$ cat src/rtl/updn_counter_n_if.sv
// rtl/updn_counter_n_if.sv - control and status bundle for the up/down counter
interface updn_counter_n_if #(
   parameter int WIDTH = 4
);
   logic             en;
   logic             udbar;
   logic             load;
   logic [WIDTH-1:0] load_val;
   logic [WIDTH-1:0] limit;
   logic             clr_ovf;
   logic [WIDTH-1:0] cnt;
   logic             tc;
   logic             wrap;
   logic             ovf;

   modport master (
      output en, udbar, load, load_val, limit, clr_ovf,
      input  cnt, tc, wrap, ovf
   );

   modport slave (
      input  en, udbar, load, load_val, limit, clr_ovf,
      output cnt, tc, wrap, ovf
   );
endinterface

$ cat src/rtl/updn_counter_n.sv
// rtl/updn_counter_n.sv - loadable up/down counter with runtime limit, wrap/saturate and event flags
module updn_counter_n #(
   parameter int WIDTH    = 4,
   parameter int SAT_MODE = 0
) (
   input logic            clk,
   input logic            rst,
   updn_counter_n_if.slave bus
);

   logic [WIDTH-1:0] cnt_q;
   logic [WIDTH-1:0] cnt_next;
   logic             wrap_q;
   logic             ovf_q;
   logic             up_bnd;
   logic             dn_bnd;
   logic             lim_zero;
   logic             bnd_evt;

   // Boundary conditions; up uses >= so a limit lowered below cnt behaves as the terminal value
   always_comb begin
      up_bnd   = bus.udbar && (cnt_q >= bus.limit);
      dn_bnd   = !bus.udbar && (cnt_q == '0);
      lim_zero = (bus.limit == '0);
      // limit == 0 makes every enabled count an event, even a down count from a stale nonzero cnt
      bnd_evt  = bus.en && !bus.load && (up_bnd || dn_bnd || lim_zero);
   end

   // Next count: load clamps to limit, otherwise step, wrap or saturate
   always_comb begin
      cnt_next = cnt_q;
      if (bus.load) begin
         cnt_next = (bus.load_val > bus.limit) ? bus.limit : bus.load_val;
      end else if (bus.en) begin
         if (lim_zero) begin
            cnt_next = '0;
         end else if (bus.udbar) begin
            if (up_bnd)
               cnt_next = (SAT_MODE != 0) ? cnt_q : '0;
            else
               cnt_next = cnt_q + 1'b1;
         end else begin
            if (dn_bnd)
               cnt_next = (SAT_MODE != 0) ? '0 : bus.limit;
            else
               cnt_next = cnt_q - 1'b1;
         end
      end
   end

   // State registers; ovf set takes priority over a coincident clear
   always_ff @(posedge clk) begin
      if (rst) begin
         cnt_q  <= '0;
         wrap_q <= 1'b0;
         ovf_q  <= 1'b0;
      end else begin
         cnt_q  <= cnt_next;
         wrap_q <= bnd_evt;
         if (bnd_evt)
            ovf_q <= 1'b1;
         else if (bus.clr_ovf)
            ovf_q <= 1'b0;
      end
   end

   assign bus.cnt  = cnt_q;
   assign bus.wrap = wrap_q;
   assign bus.ovf  = ovf_q;
   assign bus.tc   = bus.en && !bus.load && (up_bnd || dn_bnd);

endmodule

$ cat src/flat_wrapper.sv
// flat-port wrapper written by rule: the top's interface ports become plain ports
module updn_counter_n_flat 
#(
   parameter int WIDTH    = 4,
   parameter int SAT_MODE = 0
)
  (clk, rst, bus_en, bus_udbar, bus_load, bus_load_val, bus_limit, bus_clr_ovf, bus_cnt, bus_tc, bus_wrap, bus_ovf);
  updn_counter_n_if #(.WIDTH(WIDTH)) bus_i ();
  input logic clk;
  input logic rst;
  input wire logic [$bits(bus_i.en)-1:0] bus_en;
  input wire logic [$bits(bus_i.udbar)-1:0] bus_udbar;
  input wire logic [$bits(bus_i.load)-1:0] bus_load;
  input wire logic [$bits(bus_i.load_val)-1:0] bus_load_val;
  input wire logic [$bits(bus_i.limit)-1:0] bus_limit;
  input wire logic [$bits(bus_i.clr_ovf)-1:0] bus_clr_ovf;
  output wire logic [$bits(bus_i.cnt)-1:0] bus_cnt;
  output wire logic [$bits(bus_i.tc)-1:0] bus_tc;
  output wire logic [$bits(bus_i.wrap)-1:0] bus_wrap;
  output wire logic [$bits(bus_i.ovf)-1:0] bus_ovf;
  assign bus_i.en = bus_en;
  assign bus_i.udbar = bus_udbar;
  assign bus_i.load = bus_load;
  assign bus_i.load_val = bus_load_val;
  assign bus_i.limit = bus_limit;
  assign bus_i.clr_ovf = bus_clr_ovf;
  assign bus_cnt = bus_i.cnt;
  assign bus_tc = bus_i.tc;
  assign bus_wrap = bus_i.wrap;
  assign bus_ovf = bus_i.ovf;
  updn_counter_n #(.WIDTH(WIDTH), .SAT_MODE(SAT_MODE)) u_core (.clk(clk), .rst(rst), .bus(bus_i));
endmodule
$ cat config.mk
export PLATFORM = sky130hd
export DESIGN_NAME = updn_counter_n_flat
export DESIGN_NICKNAME = d
export VERILOG_FILES = /design/src/rtl/updn_counter_n_if.sv /design/src/rtl/updn_counter_n.sv /design/src/flat_wrapper.sv
export SDC_FILE = /design/constraint.sdc
export NUM_CORES = 1
export LEC_CHECK = 0
export CORE_ASPECT_RATIO = 0.9
export CORE_MARGIN = 4
export CORE_UTILIZATION = 38
export CTS_CLUSTER_DIAMETER = 80
export DETAILED_ROUTE_END_ITERATION = 8
export PLACE_DENSITY = 0.67
export SYNTH_ARGS = -nofsm -noshare
export SYNTH_HDL_FRONTEND = slang
export SYNTH_SLANG_ARGS = --single-unit
$ cat constraint.sdc
create_clock -name clk -period 2.83 [get_ports clk]
set_input_delay 0.849 -clock clk [delete_from_list [all_inputs] [get_ports clk]]
set_output_delay 0.849 -clock clk [all_outputs]
set_load 0.005 [all_outputs]
# After elaboration in Yosys (flattened, before gate mapping)
# Cells that the tools add are included.
dict set report op_classes {
  add_sub_neg 2
  n_mul 0
  n_div 0
  magnitude_cmp 2
  n_eq_ne 0
  shift 0
  mux 9
  bitwise_logic 0
  n_reduce_logical 13
}
# operator n
set ops {}
lappend ops {{$mux 4} 7}
lappend ops {{$logic_not 4->1} 2}
lappend ops {{$logic_and 1x1->1} 5}
lappend ops {{$add 4x1->4 const B} 1}
lappend ops {{$ge 4x4->1} 1}
lappend ops {{$gt 4x4->1} 1}
lappend ops {{$reduce_bool 2->1} 2}
lappend ops {{$sub 4x1->4 const B} 1}
lappend ops {{$logic_not 1->1} 2}
lappend ops {{$logic_or 1x1->1} 2}
lappend ops {{$mux 1} 2}
dict set report totals {
  register_bits 6
  latch_bits 0
  ramBits 0
  mem_bits_ro 0
  input_bits 14
  out_inout_bits 7
  word_cells 29
  mem_count 0
}

# Longest topological paths before layout
dict set report depth {
  depth_word 7
  mapped_depth 7
}

# Worst setup path before layout
# OpenSTA, ideal clock, no wires.
dict set report synth_path {
  kind {input to output}
  from {input bus_limit[3]}
  to {output bus_tc}
  t_arrival_ns 1.683
  required_ns 1.981
  slack_ns 0.298
  stages 6
  path_cell_list {inv_1 ha_1 o211ai_1 o21ai_1 nand2_2 a21oi_1}
}
dict set report synth_via {
  elab_chain_len 4
}
# element line
set synth_lines {}
lappend synth_lines {{start, declared} flat_wrapper.sv:15} ;# input wire logic [$bits(bus_i.limit)-1:0] bus_limit;
lappend synth_lines {{$ge 4x4->1} updn_counter_n.sv:22} ;# up_bnd = bus.udbar && (cnt_q >= bus.limit);
lappend synth_lines {{$logic_and 1x1->1} updn_counter_n.sv:22}
lappend synth_lines {{$logic_or 1x1->1} updn_counter_n.sv:70} ;# assign bus.tc = bus.en && !bus.load && (up_bnd || dn_bnd);
lappend synth_lines {{$logic_and 1x1->1} updn_counter_n.sv:70}
lappend synth_lines {{end, declared} flat_wrapper.sv:18} ;# output wire logic [$bits(bus_i.tc)-1:0] bus_tc;
# Every way passes these cells.

# Worst setup path in the final report
dict set report layout_path {
  from {input bus_udbar}
  to {output bus_tc}
}
dict set report layout_via {
  elab_chain_len 4
}
# element line
set layout_lines {}
lappend layout_lines {{start, declared} flat_wrapper.sv:12} ;# input wire logic [$bits(bus_i.udbar)-1:0] bus_udbar;
lappend layout_lines {{$logic_not 1->1} updn_counter_n.sv:23} ;# dn_bnd = !bus.udbar && (cnt_q == '0);
lappend layout_lines {{$logic_and 1x1->1} updn_counter_n.sv:23}
lappend layout_lines {{$logic_or 1x1->1 *} updn_counter_n.sv:70}
lappend layout_lines {{$logic_and 1x1->1 *} updn_counter_n.sv:70}
# Mark *: on every way between the ends. The rest lies on a longest branch, timed or not.

==> flow_summary.toml <==
[status]
status = "finished, final reports clean"

[timing]
fin_crit_ns = 2.760
setup_viol = 0
finalCritPeriodShare = 0.9751
final_max_slew_viol_count = 0
fmax_mhz = 362.4
report.final.hold_viol_count = 0
slew_headroom = 0.7579
clock_skew_ns = 0.001643
rsz0062_at_grt = "no"
tightest_slew_ns = 0.3541

[floorplan]
io_pins = 21
chipHeight_um = 48.92
coreArea_um2 = 1717
die_x_um = 53.47
die_area_um2 = 2616
fp-row-count = 14
start_util = 0.4118

[route]
drc = 0
first_iter_violations = 31
top_layer = "met4"
met1_length_um = 879
dr_wl_met3_um = 171
drt_first_pass_iters = 4
wl_met2_mm = 1.067
wire_per_inst_um = 13.72
ant_nets = 0
vias = 855
via_per_inst = 5.481
routed_wirelength_mm = 2.140

[clock_network]
clk_path_buf_depth = 2
cts_tree = "yes"
postCtsHoldBufs = 0
cts_buffers = 3
clkTransAtPathRegs_ns = 0.04
cts_sinks = 6
cts_max_level = 1
clockRootBuffer = "clkbuf_4"
clock_latency_ns = 0.24

[pwr]
power.density_nw_per_um2 = 338.5
power.leakage_nw = 0.4887
clockPowerShare = 0.198
pwr-share-seq = 0.265
p_comb_frac = 0.537
internal_power_mw = 0.2539
ir_worst_vdd_mv = 0.2876
p_switching_mw = 0.1276
switching_share = 0.3345

[synth]
synthMuxAreaShare = 0.06195
synthCells = 88
synth_area_um2 = 706.9
synth-compound-area-share = 0.3150
yosys.area.top_type = "ha_1"
avgSynthCellArea_um2 = 8.033
async_reset_ff_frac = 0
synthXorXnorAreaFrac = 0
ys.flop_type = "dfxtp_1"
synth.top_cells.by_area = "ha_1 19%, dfxtp_1 17%, a21oi_1 6.4%"
synth_common_cells = "11 x ha_1, 9 x a21oi_1, 9 x inv_1"
ys_seq_elements = 6
synthAdderAreaFrac = 0.1947
synth.most_common_cell = "ha_1"
yosysSeqAreaShare = 0.1699
synthSimpleGateAreaFrac = 0.1894
ys_types = 33
synth_fp_nets = 113
synth_top_family_by_area = "compound AO/OA/AOI/OAI gates"
yosysWarnings = 0
synth_top_area_share = 0.1947
synth_edf_count = 0

[critical_path]
crit_arrival_ns = 1.91
path_class = "primary input to output pin"
cp.buffers_inverters = 2
end_kind = "output pin"
cp_max_fo = 2
reg2reg_from = "u_core.bus.cnt[1]$_SDFFE_PP0P_"
cp.required_ns = 1.98
ff2ff_setup_slack_ns = 0.40
max_stage_delay_ns = 0.53
r2r_cells = 14
critical_path.slowest_cell = "or4b_4"
cp-start-kind = "primary input"
timing.rr.end = "u_core.bus.cnt[2]$_SDFFE_PP0P_"
path_cells = "dlygate4sd2_1 -> or4b_4 -> a21oi_2 -> buf_2"
critPathTopFamily = "simple AND/OR/NAND/NOR gates"

[place]
portBuffers = 20
gp_congestion = 0.8103
place_area_um2 = 1050
dpl.hpwl_mm = 1.670

[worst_hold_path]
hold_path_class = "register to register"
hold_start = "u_core.bus.ovf$_SDFFE_PP0P_"
hold_depth = 2
min_to = "u_core.bus.ovf$_SDFFE_PP0P_"

[finish]
areaGrowthSynthToFinish_pct = 59.47
utilization = 0.6567
fin_area_um2 = 1127
nets = 159
drive_gt1_frac = 0.3258
n_antenna_cell = 0

[grt]
grt_pass1_wl_mm = 3.539
grt_pass1_vias = 863
grt_max_degree = 11
grtUsageTotal = 0.1743
overflow = 0
antenna_found_initial = 0

[job]
cap_violations = 0
registers in the layout, indices dropped and copies added, names as in the netlist:
name / cells
u_core.bus.cnt: 4
u_core.bus.ovf: 1
u_core.bus.wrap: 1
power groups by stage:
| stage | Sequential [mW] | Clock [mW] | Combinational (mW) |
|---|---|---|---|
| finish | 0.101 | 0.0757 | 0.205 |
| global route | 0.102 | 0.0873 | 0.227 |
| CTS | 0.101 | 0.0786 | 0.199 |
| detailed placement | 0.102 | 0 | 0.185 |
| global placement | 0.102 | 0 | 0.181 |
| floorplan | 0.103 | 0 | 0.0969 |
kinds of logic (layout without fill, tap and decap cells):
group,Yosys count,in the layout
flip-flops,6,6
multiplexers,4,4
adder cells (fa/ha/maj),11,11
buffers and inverters,11,55
AND/OR/NAND/NOR,24,24
AO/OA/AOI/OAI,32,32
layout by cell type, fill, tap and decap left out, types with 3 or more instances in the layout:
master | Yosys | routed
mux2_1 | 3 | 3
nand2_1 | 7 | 7
clkbuf_2 | 0 | 4
clkdlybuf4s50_1 | 0 | 14
nor2b_1 | 3 | 3
inv_2 | 0 | 3
ha_1 | 11 | 8
dfxtp_1 | 6 | 6
buf_4 | 0 | 23
nor2_1 | 4 | 4
inv_1 | 9 | 6
clkbuf_4 | 0 | 3
o21ai_1 | 3 | 3
a31oi_1 | 4 | 4
a21oi_1 | 9 | 8
final cells by class:
type,instances,area [µm²]
sequential,6,120.1
timing repair buffer,43,346.6
fill,169,589.3
clock buffer,3,22.52
inverter,9,33.78
tap,24,30.03
multi-input combinational,71,574.3
how the worst max path moves through the flow:
stage | endpoint | slack [ns] | startpoint | cells past startpoint
final | bus_tc | 0.07 | bus_udbar | 4
after global routing | bus_tc | 0.03 | bus_udbar | 4
after CTS | bus_tc | 0.002 | bus_limit[3] | 8
after detailed placement | bus_tc | -0.71 | bus_limit[3] | 8
after global placement | bus_tc | -0.70 | bus_limit[3] | 8
after floorplan | bus_tc | 0.30 | bus_limit[3] | 6
metrics by stage:
step	power [mW]	setup TNS, ns	worst slack (ns)	hold WS, ns	instances
finish	0.3815	0	0.07038	0.4734	156
global route	0.4168	0	0.03258	0.4953	156
CTS	0.3788	0	0.001921	0.4759	156
detailed placement	0.2874	-0.9096	-0.7079	0.4709	147
global placement	0.2831	-0.8742	-0.6957	0.4593	147
floorplan	0.2003	0	0.2977	0.4597	88
metal layers:
metal | vias to the layer above | track usage
li1 | 427 | -
met1 | 388 | 0.2029
met3 | 4 | 0.03976
met5 | - | 0
met2 | 36 | 0.3102
met4 | 0 | 0.04255
worst reg2reg max path, cell delays in order (launching register included):
cell,delay [ns]
dfxtp_1,0.30
buf_4,0.16
ha_2,0.31
o211ai_1,0.07
o21ai_1,0.16
nand2_2,0.08
buf_4,0.13
buf_4,0.12
buf_4,0.12
buf_4,0.12
buf_4,0.12
buf_4,0.12
buf_4,0.15
a32oi_1,0.24
a21oi_1,0.11
timing repair:
item,CTS,global route
buffers inserted,6,0
resized for setup,15,10
setup endpoints to repair,1,3
endpoints found under the hold margin,0,0
pin swaps,8,4
Power figures use the tool's default switching activity.
